$ cat config.mk
export PLATFORM = sky130hd
export DESIGN_NAME = mux_n_1_stream
export DESIGN_NICKNAME = d
export VERILOG_FILES = /design/src/rtl/mux_pkg.sv /design/src/rtl/rr_pick.sv /design/src/rtl/mux_n_1_stream.sv
export SDC_FILE = /design/constraint.sdc
export NUM_CORES = 1
export LEC_CHECK = 0
export ABC_AREA = 1
export BUFFER_PORTS_ARGS = -buffer_cell sky130_fd_sc_hd__buf_2
export CORE_MARGIN = 3
export CORE_UTILIZATION = 42
export DETAILED_ROUTE_END_ITERATION = 8
export HOLD_SLACK_MARGIN = 0.12
export PLACE_DENSITY = 0.76
export SETUP_SLACK_MARGIN = 0.3
export SLEW_MARGIN = 30
export SYNTH_ARGS = -nofsm -noshare
export SYNTH_HDL_FRONTEND = slang
export SYNTH_SLANG_ARGS = --single-unit
$ cat constraint.sdc
create_clock -name Clock_In -period 2 [get_ports Clock_In]
set_clock_uncertainty 0.2 [all_clocks]
set_input_delay 0.5 -clock Clock_In [delete_from_list [all_inputs] [get_ports Clock_In]]
set_output_delay 0.5 -clock Clock_In [all_outputs]
set_load 0.01 [all_outputs]
$ cat src/rtl/mux_pkg.sv
// Shared constants and helpers for the N:1 stream multiplexer.
package mux_pkg;

    localparam logic MODE_FIXED = 1'b0;
    localparam logic MODE_RR    = 1'b1;

    // A 2-channel mux still needs one select bit, where $clog2(2) alone would
    // be fine but $clog2(1) would give a zero-width field.
    function automatic int clog2_safe(input int n);
        return (n <= 2) ? 1 : $clog2(n);
    endfunction

endpackage

$ cat src/rtl/rr_pick.sv
// Rotate-priority picker: the first set request strictly after ptr, with
// wrap-around. The channel at ptr itself is searched last.
module rr_pick
    import mux_pkg::*;
#(
    parameter int NUM_CH = 4,
    localparam int SEL_WIDTH = clog2_safe(NUM_CH)
) (
    input  logic [NUM_CH-1:0]    i_req,
    input  logic [SEL_WIDTH-1:0] i_ptr,
    output logic [SEL_WIDTH-1:0] o_grant,
    output logic                 o_grant_valid
);

    // Walk from ptr+1 upward; the first hit wins and later hits are ignored.
    always_comb begin
        o_grant       = '0;
        o_grant_valid = 1'b0;
        for (int i = 1; i <= NUM_CH; i++) begin
            if (!o_grant_valid && i_req[(int'(i_ptr) + i) % NUM_CH]) begin
                o_grant_valid = 1'b1;
                o_grant       = SEL_WIDTH'((int'(i_ptr) + i) % NUM_CH);
            end
        end
    end

endmodule

$ cat src/rtl/mux_n_1_stream.sv
// Registered N:1 stream multiplexer with valid/ready on every channel.
// Fixed-select or round-robin arbitration; single-register output stage.
// Optional macro MUX_TRISTATE_EN: data output floats while Enable_In is low.
module mux_n_1_stream
    import mux_pkg::*;
#(
    parameter int DATA_WIDTH = 8,
    parameter int NUM_CH     = 4,
    localparam int SEL_WIDTH = clog2_safe(NUM_CH)
) (
    input  logic                         Clock_In,
    input  logic                         Reset_In,
    input  logic                         Enable_In,
    input  logic                         Mode_In,
    input  logic [SEL_WIDTH-1:0]         Select_In,
    input  logic [NUM_CH*DATA_WIDTH-1:0] Data_In,
    input  logic [NUM_CH-1:0]            Valid_In,
    output logic [NUM_CH-1:0]            Ready_Out,
    output logic [DATA_WIDTH-1:0]        MUX_Result_Data_Out,
    output logic                         Valid_Out,
    input  logic                         Ready_In,
    output logic [SEL_WIDTH-1:0]         Channel_Out
);

    logic [DATA_WIDTH-1:0] r_data;
    logic                  r_valid;
    logic [SEL_WIDTH-1:0]  r_chan;
    logic [SEL_WIDTH-1:0]  r_ptr;

    logic [SEL_WIDTH-1:0]  w_rr_grant;
    logic                  w_rr_grant_vld;
    logic [SEL_WIDTH-1:0]  w_grant;
    logic                  w_grant_vld;
    logic                  w_slot_free;
    logic [NUM_CH-1:0]     w_ready;
    logic                  w_xfer;
    logic [DATA_WIDTH-1:0] w_data_sel;

    rr_pick #(.NUM_CH(NUM_CH)) u_rr_pick (
        .i_req         (Valid_In),
        .i_ptr         (r_ptr),
        .o_grant       (w_rr_grant),
        .o_grant_valid (w_rr_grant_vld)
    );

    // Grant selection: fixed mode routes Select_In (if in range) whether or not
    // that channel is valid; there is deliberately no fallback to other channels.
    always_comb begin
        w_grant     = w_rr_grant;
        w_grant_vld = w_rr_grant_vld;
        if (Mode_In == MODE_FIXED) begin
            w_grant     = Select_In;
            w_grant_vld = ({1'b0, Select_In} < (SEL_WIDTH+1)'(NUM_CH));
        end
    end

    // Output slot accepts a word when empty or draining this cycle. Ready is
    // also held off during reset, since any word taken then would be dropped.
    always_comb begin
        w_slot_free = !r_valid || Ready_In;
        w_ready     = '0;
        if (Enable_In && w_grant_vld && w_slot_free && !Reset_In)
            w_ready = NUM_CH'(1) << w_grant;
        w_xfer     = |(Valid_In & w_ready);
        w_data_sel = Data_In[w_grant*DATA_WIDTH +: DATA_WIDTH];
    end

    // Output register and round-robin pointer; the pointer only moves on an
    // RR-mode transfer so fixed-mode traffic does not disturb fairness.
    always_ff @(posedge Clock_In) begin
        if (Reset_In) begin
            r_data  <= '0;
            r_valid <= 1'b0;
            r_chan  <= '0;
            r_ptr   <= '0;
        end else if (w_xfer) begin
            r_data  <= w_data_sel;
            r_valid <= 1'b1;
            r_chan  <= w_grant;
            if (Mode_In == MODE_RR)
                r_ptr <= w_grant;
        end else if (Ready_In) begin
            r_valid <= 1'b0;
        end
    end

    assign Ready_Out   = w_ready;
    assign Valid_Out   = r_valid;
    assign Channel_Out = r_chan;

`ifdef MUX_TRISTATE_EN
    assign MUX_Result_Data_Out = Enable_In ? r_data : 'z;
`else
    assign MUX_Result_Data_Out = r_data;
`endif

endmodule

Word-level counts from Yosys, hierarchy flattened
Index checks and enable logic that the tools add are counted.
Word-level totals
  register bits after elaboration: 13
  input port bits: 43
  output and inout bits: 15
  word-level logic and storage cells: 63
Cells by class
  $add $sub $neg: 4
  order comparisons: 4
  shifts and indexed selects: 2
  muxes and demuxes: 25
  bitwise logic cells: 5
  reduce and logical (&&, ||, !) cells: 19
Operators with widths (number)
  indexed part select 32 x 6 -> 8 bit: 1
  less-than comparator 3 x 4 -> 1 bit, second input constant: 4
  2-to-1 mux 1 bit: 15
  2-to-1 mux 2 bit: 5
  binary-select mux 1 bit (select 2 bit): 4
  OR reduction 2 bit: 4
  logical AND 1 bit: 6
  zero test 1 bit: 5
  adder 2 x 1 -> 2 bit, second input constant: 2
  adder 2 bit, second input constant: 2
  bitwise AND 1 bit, first input constant: 4
  bitwise AND 4 bit: 1
  2-to-1 mux 4 bit: 1
  OR reduction 4 bit: 1
  left shift 1 x 2 -> 4 bit, first input constant: 1
  AND reduction 2 bit: 1
  nonzero test 2 bit: 1
  logical OR 1 bit: 1

Logic depth before layout (Yosys ltp)
  depth after elaboration: 24
  depth in mapped cells: 20
  mapped depth without buffers: 19

Modules after synthesis
From an unflattened synthesis, not the netlist that was laid out.
Unflattened totals
  cells, all modules: 187
  area, all modules: 1114.8 um^2
Modules (own cells, without submodules)
  mux_n_1_stream: instances 1, cells an instance 135, area each 843.3 um^2, sequential area each 260.2 um^2
  rr_pick: instances 1, cells an instance 52, area each 271.5 um^2, sequential area each 0.0 um^2

Worst setup path before layout
No wires, ideal clock.
  kind: input-to-output
  start: input port Valid_In[1]
  end: output port Ready_Out[1]
  data arrival time: 1.530 ns
  required time: 1.300 ns
  setup slack: -0.230 ns
  stages: 11
  path buffers: 0
  cell sequence: inv_1 nand2_1 nand3_1 nand2_2 nor2_8 nand3_2 nand2_1 inv_2 nand2_4 nand2_8 nor3_1
On the way
  longest elaborated chain between the ends: 18
  elaborated cells on any way between the ends: 33
  classes of those cells: shift (1); mux (23); reduce/logical (9)
Ends and longest elaborated chain
  start: declaration: RTL line mux_n_1_stream.sv:17  | input logic [NUM_CH-1:0] Valid_In,
  binary-select mux 1 bit (select 2 bit): RTL line rr_pick.sv:20  | if (!o_grant_valid && i_req[(int'(i_ptr) + i) % NUM_CH]) begin
  2-to-1 mux 1 bit (implied by the code) (2 in series): RTL line rr_pick.sv:20
  2-to-1 mux 1 bit: RTL line rr_pick.sv:20
  zero test 1 bit: RTL line rr_pick.sv:20
  logical AND 1 bit: RTL line rr_pick.sv:20
  2-to-1 mux 1 bit: RTL line rr_pick.sv:20
  zero test 1 bit: RTL line rr_pick.sv:20
  logical AND 1 bit: RTL line rr_pick.sv:20
  2-to-1 mux 1 bit: RTL line rr_pick.sv:20
  zero test 1 bit: RTL line rr_pick.sv:20
  logical AND 1 bit: RTL line rr_pick.sv:20
  2-to-1 mux 1 bit: RTL line rr_pick.sv:20
  2-to-1 mux 1 bit: RTL line mux_n_1_stream.sv:51  | if (Mode_In == MODE_FIXED) begin
  logical AND 1 bit (3 in series): RTL line mux_n_1_stream.sv:62  | if (Enable_In && w_grant_vld && w_slot_free && !Reset_In)
  2-to-1 mux 4 bit *: RTL line mux_n_1_stream.sv:62
  end: declaration: RTL line mux_n_1_stream.sv:18  | output logic [NUM_CH-1:0] Ready_Out,
Every way passes the cells marked *; elsewhere a longest branch is shown, timed or not. The select of a mux whose other input is x is not followed.

Worst setup path after layout
  start: register r_ptr[1]
  end: output port Ready_Out[2]
On the way
  longest elaborated chain between the ends: 19
  elaborated cells on any way between the ends: 37
  classes of those cells: add/sub (4); shift (1); mux (23); reduce/logical (9)
Ends and longest elaborated chain
  start: declaration: RTL line mux_n_1_stream.sv:28  | logic [SEL_WIDTH-1:0] r_ptr;
  start signal: assignment: RTL line mux_n_1_stream.sv:81  | r_ptr <= w_grant;
  adder 2 x 1 -> 2 bit: RTL line rr_pick.sv:20, rr_pick.sv:22
  binary-select mux 1 bit (select 2 bit): RTL line rr_pick.sv:20
  2-to-1 mux 1 bit (implied by the code) (2 in series): RTL line rr_pick.sv:20
  2-to-1 mux 1 bit: RTL line rr_pick.sv:20
  zero test 1 bit: RTL line rr_pick.sv:20
  logical AND 1 bit: RTL line rr_pick.sv:20
  2-to-1 mux 1 bit: RTL line rr_pick.sv:20
  zero test 1 bit: RTL line rr_pick.sv:20
  logical AND 1 bit: RTL line rr_pick.sv:20
  2-to-1 mux 1 bit: RTL line rr_pick.sv:20
  zero test 1 bit: RTL line rr_pick.sv:20
  logical AND 1 bit: RTL line rr_pick.sv:20
  2-to-1 mux 1 bit: RTL line rr_pick.sv:20
  2-to-1 mux 1 bit: RTL line mux_n_1_stream.sv:51
  logical AND 1 bit (3 in series): RTL line mux_n_1_stream.sv:62
  2-to-1 mux 4 bit *: RTL line mux_n_1_stream.sv:62
Marked as above.

==> flow_summary.yaml <==
route:
  wl_um: 4420
  wl_per_cell_um: 13.6
  remaining_drc_errors: 0
  via_per_inst: 5.15
  ant_nets: 0
  via_count: 1669
  drtIter0Drc: 67
  first_pass_iters: 4
clocking:
  cts_tree: "done"
  clk_latency_ns: 0.28
  clock_sinks: 13
  path_clk_slew_ns: 0.08
  htreeDepth: 1
  root_buffer: "clkbuf_4"
  cts_buffers: 3
  clk_path_buf_depth: 2
  hold_buffers: 0
floorplan:
  rows: 19
  core_um2: 2830
  dieArea_um2: 3740
  start_util_pct: 45.2
  fp.dieH_um: 61.2
  floorplan.io_pins: 58
  die_width_um: 61.2
layout:
  n_antenna_cell: 0
  drive_above_1_share_pct: 62.8
  finalNetCount: 337
  area_delta_synth_final_pct: 68.2
  utilization_pct: 75.9
setup_path:
  crit_buf_inv: 2
  path_class: "reg -> out"
  critPathMostFrequentCell: "nand2_4"
  cpMaxStageDelayCell: "dfxtp_2"
  worst_ep_arrival_time_ns: 1.97
  r2r_end: "MUX_Result_Data_Out[6]"
  endpoint_kind: "output port"
  reg2reg_from: "r_ptr[1]"
  crit_fanout: 4
  required_ns: 1.30
  crit_path_max_incr_delay_ns: 0.43
  rrSetupSlack_ns: -0.63
  path_cells: "inv_4 > nand2_1 > nand2_4 > nand2_4 > nand2_4 > nor2_8 > nand3_2 > nand2_4 > nor2_4 > nor2_4 > nand2_2 > nor2_2 > buf_2"
  critPathLaunchType: "flip-flop"
  crit_family: "simple AND/OR/NAND/NOR gates"
  reg2regPathDepth: 18
min_path:
  min_delay_path_depth: 2
  hold_start: "Channel_Out[0]"
  hold_path_end: "Channel_Out[0]"
  min_path_type: "reg -> reg"
synth:
  synthTopCellsByArea: "nand2_1, dfxtp_1, nand2_2, nand4_1, a21oi_2"
  synth.net_count: 244
  synth_cells: 201
  synth_common_cells: "nand2_1, nand2_2, nor2_1"
  synth-edff-count: 0
  synthArstFlopShare_pct: 0
  yosysWarningCount: 0
  syn_avg_cell_area_um2: 6.36
  synth-seq-cells: 13
  yosysSeqAreaShare_pct: 20.4
  ys_dominant_reg_cell: "dfxtp_1"
  synth_cell_types: 24
  syn_area_um2: 1280
  synth.most_common_cell: "nand2_1"
  yosys.area.top_type: "nand2_1"
  synth_top_cell_area_share_pct: 22.9
run:
  max_cap_viol_count: 0
power_and_ir_drop:
  total_power_mw: 1.19
  vdd_drop_max_mv: 0.367
  power.density_nw_per_um2: 554
  p_seq_share_pct: 24.7
  clkPwrFrac_pct: 13.7
  p_comb_share_pct: 61.6
  p_sw_mw: 0.518
  p_int_mw: 0.673
  leakage_nw: 1.09
  netSwitchingFraction_pct: 43.5
global_routing:
  grt-ovfl-total: 0
  grt_first_pass_wirelength_um: 5870
  grt_max_degree: 11
  antenna_found_initial: 0
  grtUsageTotal_pct: 20.6
  grt_pass1_vias: 1423
placed_design:
  hpwl_um: 2830
  gp_congestion: 0.869
  io_buffers: 57
  preCtsSetupSlack_ns: -0.582
timing:
  fmax_mhz: 375
  rsz0062_at_grt: "yes"
  finalHoldViolCount: 0
  tightest_slew_ns: 0.285
  period_share_pct: 133
  fin_crit_ns: 2.67
  setup_slack_ns: -0.667
  setup_viol: 17
  maxSlewHeadroom_pct: 80.8
  slew_violations: 0
status:
  status: "finished, violations left"
  violations: "negative setup slack"
worst max-delay path by stage:
stage | startpoint | end | slack [ns] | cells after the start
2_1_floorplan | Valid_In[2] | Ready_Out[3] | -0.18 | 11
3_3_place_gp | Valid_In[1] | MUX_Result_Data_Out[5] | -0.52 | 18
3_5_place_dp | Valid_In[0] | MUX_Result_Data_Out[6] | -0.58 | 18
4_1_cts | r_ptr[0] | Ready_Out[1] | -0.57 | 13
5_1_grt | r_ptr[1] | Channel_Out[0] | -0.82 | 16
6_report | r_ptr[1] | Ready_Out[2] | -0.67 | 13
what timing repair did:
item	4_1_cts	5_1_grt
resized for setup	23	18
pin swaps	2	9
setup endpoints to repair	17	17
buffers inserted	7	6
layout by cell type (no fill, tap or decap), types with 3 or more instances in the layout:
master	count
nand4_1	12
a21oi_2	9
nor2_4	4
buf_2	57
nand2_1	60
nor2_1	10
nand2_2	23
buf_12	4
clkbuf_4	3
nor2_8	3
nand2_4	23
buf_4	31
nand3_2	6
dfxtp_1	11
inv_1	10
inv_2	6
nor2_2	3
kinds of logic after synthesis:
| family | count (synthesis) | synth area share (%) |
|---|---|---|
| compound gates | 13 | 7.44 |
| simple gates | 151 | 62.2 |
| flops | 13 | 20.4 |
| buf+inv | 24 | 9.99 |
power by group through the flow:
stage	Combinational [mW]	Sequential, mW	Clock, mW
6_report	0.733	0.294	0.163
4_1_cts	0.640	0.293	0.165
2_1_floorplan	0.387	0.303	0
5_1_grt	0.789	0.297	0.186
3_3_place_gp	0.571	0.298	0
3_5_place_dp	0.577	0.298	0
sequential cells by signal (all words and copies together), names as in the netlist:
| register | count |
|---|---|
| Channel_Out | 2 |
| MUX_Result_Data_Out | 8 |
| Valid_Out | 1 |
| r_ptr | 2 |
routing by layer:
layer  routed length (um)  vias up  GRT usage (%)
li1                     -      818              -
met5                    0        -              0
met4                   93        0           4.02
met2                 2280       86           35.3
met1                 1770      755           26.6
met3                  282       10           4.19
area by class of cell:
type | instances | area, um^2
multi-input combinational | 164 | 1120
fill | 206 | 681
timing repair buffer | 92 | 598
sequential | 13 | 263
inverter | 20 | 104
tap | 31 | 38.8
clock buffer | 4 | 26.3
stage by stage:
step | instance area, um^2 | hold WS, ns | std cells | TNS [ns]
final | 2150 | 0.276 | 324 | -10.21
after global routing | 2150 | 0.308 | 324 | -12.59
after CTS | 2010 | 0.280 | 318 | -7.03
after detailed placement | 1840 | 0.267 | 307 | -8.64
after global placement | 1840 | 0.262 | 307 | -8.11
after floorplan | 1360 | 0.289 | 201 | -2.55
worst register-to-register path: stages (launching register included):
cell and delay, ns:
dfxtp_2 0.43, inv_4 0.08, nand2_1 0.14, nand2_4 0.08, nand2_4 0.07, nand2_4 0.08
nor2_8 0.13, nand3_2 0.11, nand2_4 0.10, nor2_4 0.05, nor2_4 0.14, buf_4 0.14
nand4_1 0.10, nand2_1 0.24, inv_2 0.08, nand2_4 0.11, buf_12 0.13, nand2_2 0.05
a21oi_2 0.12
No activity file was read; power rests on OpenSTA's default activity.
